==> src/rtl/adc_sampler.sv <==
// Periodic SPI master for a 12-bit serial ADC: one framed conversion per sample period,
// leading-zero check, 1-cycle valid/error strobes and a saturating rejected-frame counter.
module adc_sampler #(
   parameter int unsigned CLK_DIV       = 4,
   parameter int unsigned SAMPLE_PERIOD = 50000,
   parameter int unsigned LEAD_ZEROS    = 4,
   parameter int unsigned FRAME_BITS    = 16
) (
   input  logic        clk,
   input  logic        rst_n,
   input  logic        en_sample,
   input  logic        adc_miso,
   output logic        adc_cs_n,
   output logic        adc_sclk,
   output logic [11:0] sample_data,
   output logic        sample_valid,
   output logic        frame_err,
   output logic [7:0]  err_cnt
);

   localparam int unsigned TW     = (SAMPLE_PERIOD > 1) ? $clog2(SAMPLE_PERIOD) : 1;
   localparam int unsigned DW     = $clog2(CLK_DIV);
   localparam int unsigned BW     = $clog2(FRAME_BITS + 1);
   localparam int unsigned CODE_W = 12;
   localparam int unsigned ERR_W  = 8;

   typedef enum logic [2:0] {IDLE, SETUP, SHIFT, HOLD, DONE} state_t;

   logic [TW-1:0] count;
   logic          tick_c;

   // Sample timer: free-running while enabled, held at zero otherwise.
   always_ff @(posedge clk or negedge rst_n) begin
      if (!rst_n) begin
         count <= '0;
      end else if (!en_sample) begin
         count <= '0;
      end else if (count == TW'(SAMPLE_PERIOD - 1)) begin
         count <= '0;
      end else begin
         count <= count + TW'(1);
      end
   end

   assign tick_c = en_sample && (count == TW'(SAMPLE_PERIOD - 1));

   state_t                 state, state_d;
   logic [DW-1:0]          div_cnt, div_d;
   logic [BW-1:0]          bit_cnt, bit_d;
   logic [FRAME_BITS-1:0]  shift, shift_d;
   logic                   cs_d, sclk_d, valid_d, err_d;
   logic [CODE_W-1:0]      data_d;
   logic [ERR_W-1:0]       errc_d;
   logic                   div_last_c;

   assign div_last_c = (div_cnt == DW'(CLK_DIV - 1));

   always_ff @(posedge clk or negedge rst_n) begin
      if (!rst_n) begin
         state        <= IDLE;
         div_cnt      <= '0;
         bit_cnt      <= '0;
         shift        <= '0;
         adc_cs_n     <= 1'b1;
         adc_sclk     <= 1'b1;
         sample_data  <= '0;
         sample_valid <= 1'b0;
         frame_err    <= 1'b0;
         err_cnt      <= '0;
      end else begin
         state        <= state_d;
         div_cnt      <= div_d;
         bit_cnt      <= bit_d;
         shift        <= shift_d;
         adc_cs_n     <= cs_d;
         adc_sclk     <= sclk_d;
         sample_data  <= data_d;
         sample_valid <= valid_d;
         frame_err    <= err_d;
         err_cnt      <= errc_d;
      end
   end

   // Strobes are registered on HOLD exit so they are visible during the DONE cycle.
   always_comb begin
      state_d = state;
      div_d   = div_cnt;
      bit_d   = bit_cnt;
      shift_d = shift;
      cs_d    = adc_cs_n;
      sclk_d  = adc_sclk;
      data_d  = sample_data;
      valid_d = 1'b0;
      err_d   = 1'b0;
      errc_d  = err_cnt;
      case (state)
         IDLE: begin
            if (tick_c) begin
               cs_d    = 1'b0;
               div_d   = '0;
               bit_d   = '0;
               state_d = SETUP;
            end
         end
         SETUP: begin
            div_d = div_cnt + DW'(1);
            if (div_last_c) begin
               div_d   = '0;
               state_d = SHIFT;
            end
         end
         SHIFT: begin
            div_d = div_cnt + DW'(1);
            if (div_last_c) begin
               div_d  = '0;
               sclk_d = ~adc_sclk;
               if (!adc_sclk) begin
                  shift_d = {shift[FRAME_BITS-2:0], adc_miso};
                  bit_d   = bit_cnt + BW'(1);
                  if (bit_cnt == BW'(FRAME_BITS - 1)) begin
                     state_d = HOLD;
                  end
               end
            end
         end
         HOLD: begin
            div_d = div_cnt + DW'(1);
            if (div_last_c) begin
               div_d   = '0;
               cs_d    = 1'b1;
               state_d = DONE;
               if (shift[FRAME_BITS-1 -: LEAD_ZEROS] == '0) begin
                  data_d  = shift[CODE_W-1:0];
                  valid_d = 1'b1;
               end else begin
                  err_d = 1'b1;
                  if (err_cnt != {ERR_W{1'b1}}) begin
                     errc_d = err_cnt + ERR_W'(1);
                  end
               end
            end
         end
         DONE: begin
            state_d = IDLE;
         end
         default: begin
            state_d = IDLE;
         end
      endcase
   end

endmodule
==> config.mk <==
export PLATFORM = sky130hd
export DESIGN_NAME = adc_sampler
export DESIGN_NICKNAME = d
export VERILOG_FILES = /design/src/rtl/adc_sampler.sv
export SDC_FILE = /design/constraint.sdc
export NUM_CORES = 1
export LEC_CHECK = 0
export CORE_ASPECT_RATIO = 1.5
export CORE_MARGIN = 2
export CORE_UTILIZATION = 59
export CTS_BUF_LIST = sky130_fd_sc_hd__clkbuf_4
export DETAILED_ROUTE_END_ITERATION = 7
export PLACE_DENSITY = 0.82
export RECOVER_POWER = 25
export SETUP_SLACK_MARGIN = 0.2
export SYNTH_ARGS = -nofsm -noshare
export SYNTH_HDL_FRONTEND = slang
export SYNTH_SLANG_ARGS = --single-unit
==> constraint.sdc <==
create_clock -name clk -period 2.35 [get_ports clk]
set_input_delay 0.235 -clock clk [delete_from_list [all_inputs] [get_ports clk]]
set_output_delay 0.235 -clock clk [all_outputs]
set_load 0.1 [all_outputs]
Word level (Yosys, flattened, before mapping)
Index checks and enable logic that the tools add are counted.
Word-level totals
  bits in registers: 66
  logic and storage cells: 70
  input bits: 4
  output and inout port bits: 24
Cells by class
  bitwise gates (word level): 2
  equal/unequal tests: 13
  reduce and logical (&&, ||, !) cells: 15
  multiplexer cells: 25
  $add $sub $neg: 4
Operator list (count)
  two-way mux 16 bit: 2
  two-way mux 3 bit: 6
  adder 16 x 1 -> 16 bit (second input constant): 1
  == test 16 bit (second input constant): 1
  two-way mux 5 bit: 3
  inequality test 2 bit (second input constant): 6
  one-hot mux 3 bit (4 select lines): 1
  one-hot mux 5 bit (2 select lines): 1
  AND reduction 3 bit: 3
  adder 8 x 1 -> 8 bit (second input constant): 1
  two-way mux 1 bit: 8
  inequality test 8 bit (second input constant): 1
  AND reduction 4 bit: 2
  == test 3 x 2 -> 1 bit (second input constant): 2
  AND reduction 6 bit: 1
  nonzero test 2 bit: 3
  adder 5 x 1 -> 5 bit (second input constant): 1
  == test 5 x 4 -> 1 bit (second input constant): 1
  logical NOT 4 bit: 1
  two-way mux 2 bit: 2
  one-hot mux 2 bit (2 select lines): 1
  AND reduction 2 bit: 2
  == test 3 x 1 -> 1 bit (second input constant): 1
  logical NOT 3 bit: 1
  other kinds (6): 7

Longest topological paths before layout
  depth after elaboration: 5
  mapped depth: 6
  depth with buffers taken out: 6

Worst setup path after synthesis
Ideal clock, no wire load.
  kind: register -> register
  from: register err_cnt[0]
  to: register err_cnt[1]
  buffers on the path: 0
  clock period less this slack: 2.104 ns
  path slack: 0.246 ns
  setup time: 0.126 ns
  required time: 2.224 ns
  arrival time: 1.978 ns
  stages on the path, launching flop included: 5
  cell sequence: dfrtp_1 ha_1 nand3_1 o211a_1 mux2_2
Between the ends
  longest elaborated chain between the ends: 2
RTL lines
  from (decl): line 18  | output logic [7:0] err_cnt
  from (signal assigned): line 80  | err_cnt <= errc_d;
  parallel branches: the longest is 2 deep, another holds adder 8 x 1 -> 8 bit
Parallel ways; which one is timed is not known.
A chain may end at the register's enable or synchronous reset.

Final worst setup path
  from: register count[0]
  to: register bit_cnt[3]
Between the ends
  longest elaborated chain between the ends: 4
RTL lines
  from (decl): line 29  | logic [TW-1:0] count;
  from (signal assigned): line 41  | count <= count + TW'(1);
  == test 16 bit: line 45  | assign tick_c = en_sample && (count == TW'(SAMPLE_PERIOD - 1));
  logical AND 1 bit: line 45
  inequality test 2 bit (no line)
  AND reduction 4 bit (no line)
  to (signal assigned): line 73  | bit_cnt <= bit_d;
  to (decl): line 49  | logic [BW-1:0] bit_cnt, bit_d;
No other way between the ends.

==> run_results.csv <==
group,metric,value,unit
clock_network,cts.clk_slew.worst_paths,110,ps
floorplan,floorplan.die.width,62.3,um
global_routing,antenna_violations_before_repair,0,
clock_network,clock_tree.buffer_depth,2,
floorplan,start_util,61.6,%
finish,final_layout_size_suffix_gt1_share,28.7,%
route,postRouteAntennaNets,0,
synthesis,synth_seq_cells,66,
global_routing,grt_pass1_vias,1970,
clock_network,root_buffer,"clkbuf_4",
sta,slew_headroom,-9.53,%
route,detail_route.wl_per_cell,14.2,um
floorplan,ios,28,
worst_setup_path,critPathCaptureType,"register",
synthesis,netlist_area,3010,um^2
floorplan,die_h,91.5,um
global_routing,grt_max_degree,38,
pwr,leakage,1.73,nW
global_routing,global_route.overflow_total,0,
pwr,irDropWorstVdd,449,uV
sta,final-max-slew-violation-count,30,
floorplan,die_area,5700,um^2
clock_network,cts_num_sinks,66,
outcome,violations,"capacitance limit, slew limit",
clock_network,cts_htree_levels,3,
pwr,power.density,562,nW/um^2
floorplan,fp-row-count,31,
worst_setup_path,path_max_fanout,8,
synthesis,ys_top_cells_by_area,"dfrtp_1 (53%), mux2_2 (7.9%), mux2_4 (4.5%), xnor2_1 (2.9%), xor2_1 (2.9%)",
global_routing,grt_first_pass_wirelength,8760,um
global_routing,grt_use_met3,6.07,%
sta,min_period,1830,ps
sta,maxClockFrequency,547,MHz
route,remaining_drc_errors,0,
run,maxCapViolCount,1,
route,wirelength,5010,um
placement,dp_worst_setup_slack,531,ps
finish,most_frequent_cells_in_the_layout,"dfrtp_1 (64), buf_4 (25), nor2_1 (21), mux2_2 (21), nand2_1 (15)",
finish,area.growth.synth_to_final,13.6,%
sta,grt_setup_unrepaired,"false",
finish,antennaDiodeCount,0,
route,first_pass_iters,4,
synthesis,synth_sequential_area_ratio,55.0,%
sta,clock-skew-final,7.73,ps
synthesis,average_instance_area_after_synthesis,12.1,um^2
clock_network,post_cts_buffers,0,
worst_setup_path,worst_ep_required_time,2610,ps
clock_network,clock_latency,400,ps
placement,detailed_place_hpwl,3500,um
worst_setup_path,worstSetupStartpointType,"register",
outcome,status,"complete, but fails checks",
placement,io_buffers,27,
clock_network,tritoncts,"yes",
global_routing,global_route_usage_over_all_layers,19.5,%
sta,setup_viol_count_final,0,
worst_setup_path,worst-setup-path-type,"register to register",
sta,pnr_worst_setup_slack,521,ps
sta,timing_hold_violations_final,0,
worst_setup_path,regToRegSetupSlack,520,ps
synthesis,synth_cells,249,
synthesis,synth_top_area_share,53.2,%
synthesis,async_reset_ff_share,100,%
synthesis,synth-edff-count,0,
route,num_vias,1941,
synthesis,ys_warn_count,0,
synthesis,ys_dominant_reg_cell,"dfrtp_1",
synthesis,synthesis.nets,258,
global_routing,grt-busiest-layer,"met2",
sta,min_period_over_period,77.8,%
hold_path,hold_path_class,"input port to register",
synthesis,yosys_top_cell_by_area,"dfrtp_1",
floorplan,core,4890,um^2
route,detail_route.iter0.violations,105,
sta,fin_setup_tns,0,ps
global_routing,grt_use_met2,32.1,%
worst_setup_path,cp.arrival,2090,ps
synthesis,count_of_cell_types_in_the_netlist,47,
route,avgViaCountPerCell,5.51,
finish,final_net_count,290,
finish,final_common_cell,"dfrtp_1",
global_routing,grtUsageMet1,24.5,%
sta,tightestPinTransition,1640,ps
clock_network,cts_made_buffers,9,
placement,gp_routability_congestion,0.872,
==> routing by layer <==
| layer | vias to the layer above | part of all wire [%] | wire (um) |
|---|---|---|---|
| met2 | 42 | 50 | 2520 |
| met4 | 0 | 1.3 | 67 |
| li1 | 956 | - | - |
| met1 | 936 | 45 | 2240 |
| met3 | 7 | 3.8 | 189 |
| met5 | - | 0 | 0 |
==> cell families (layout without fill, tap and decap cells) <==
family	Yosys count	count (layout)	share of synthesized area, %
simple gates	86	86	16.4
flops	66	66	55.0
mux	31	31	12.7
compound gates	25	25	5.45
xor+xnor	20	20	5.82
buf+inv	16	53	2.58
fa+ha+maj	5	5	2.08
==> repair_timing <==
| item | 4_1_cts | 5_1_grt |
|---|---|---|
| hold buffers | 1 | 0 |
| gates resized for setup | 0 | 0 |
| hold endpoints to repair | 28 | 0 |
==> worst max-delay path, cell delays in order (launching register included) <==
cell and delay, ps:
dfrtp_1 410, ha_1 230, and3_1 230, nand4_1 190, nor2_1 460, o311ai_0 180
==> stage by stage <==
step,power [mW],util [%],instance area [um^2],hold slack (ps),std cells
finish,1.92,70.0,3420,456,352
global route,2.01,70.0,3420,434,352
CTS,1.94,70.0,3420,420,352
detailed placement,1.21,67.0,3270,316,335
global placement,1.21,67.0,3270,304,335
floorplan,1.18,-,3010,-60.6,249
==> cells in the mapped netlist, types with 2 or more instances <==
library cell	count
nor2_1	21
a21oi_1	5
ha_1	5
a22oi_1	4
o31ai_1	4
nor4_1	2
o311ai_0	2
mux2_2	21
and3_1	8
dfrtp_1	64
xnor2_1	10
nand3_1	8
nand2_2	2
nor4bb_1	2
nand2_1	15
buf_2	5
xor2_1	10
dfstp_2	2
o21ai_0	6
nand4_1	10
inv_1	7
nor3_1	3
mux2_4	9
==> power by group <==
| part | internal [mW] | total [mW] | switching [mW] |
|---|---|---|---|
| sequential | 1.14 | 1.15 | 0.00495 |
| combinational | 0.0125 | 0.0423 | 0.0298 |
| clock | 0.322 | 0.735 | 0.413 |
==> state kept, by name, summed over array words and instances (netlist names) <==
| signal | flops |
|---|---|
| adc_cs_n | 1 |
| bit_cnt | 5 |
| frame_err | 1 |
| state | 3 |
| count | 16 |
| sample_data | 12 |
| adc_sclk | 1 |
| shift | 16 |
| div_cnt | 2 |
| sample_valid | 1 |
| err_cnt | 8 |
==> cell type report <==
cell class | count | area [um^2]
Clock inverter | 7 | 70.1
Tap cell | 66 | 82.6
Inverter | 7 | 26.3
Clock buffer | 9 | 67.6
Fill cell | 381 | 1470
Sequential cell | 66 | 1650
Timing Repair Buffer | 30 | 241
Multi-Input combinational cell | 167 | 1280
==> path summary, 6_finish.rpt <==
path / startpoint / endpoint / cells past startpoint
min reg2reg: count[0] / count[0] / 1
max: count[0] / bit_cnt[3] / 5
max reg2reg: count[0] / bit_cnt[3] / 5
min in group asynchronous: rst_n / frame_err / 2
max in group asynchronous: rst_n / adc_sclk / 3
min: adc_miso / shift[0] / 2
Power figures use the tool's default switching activity.
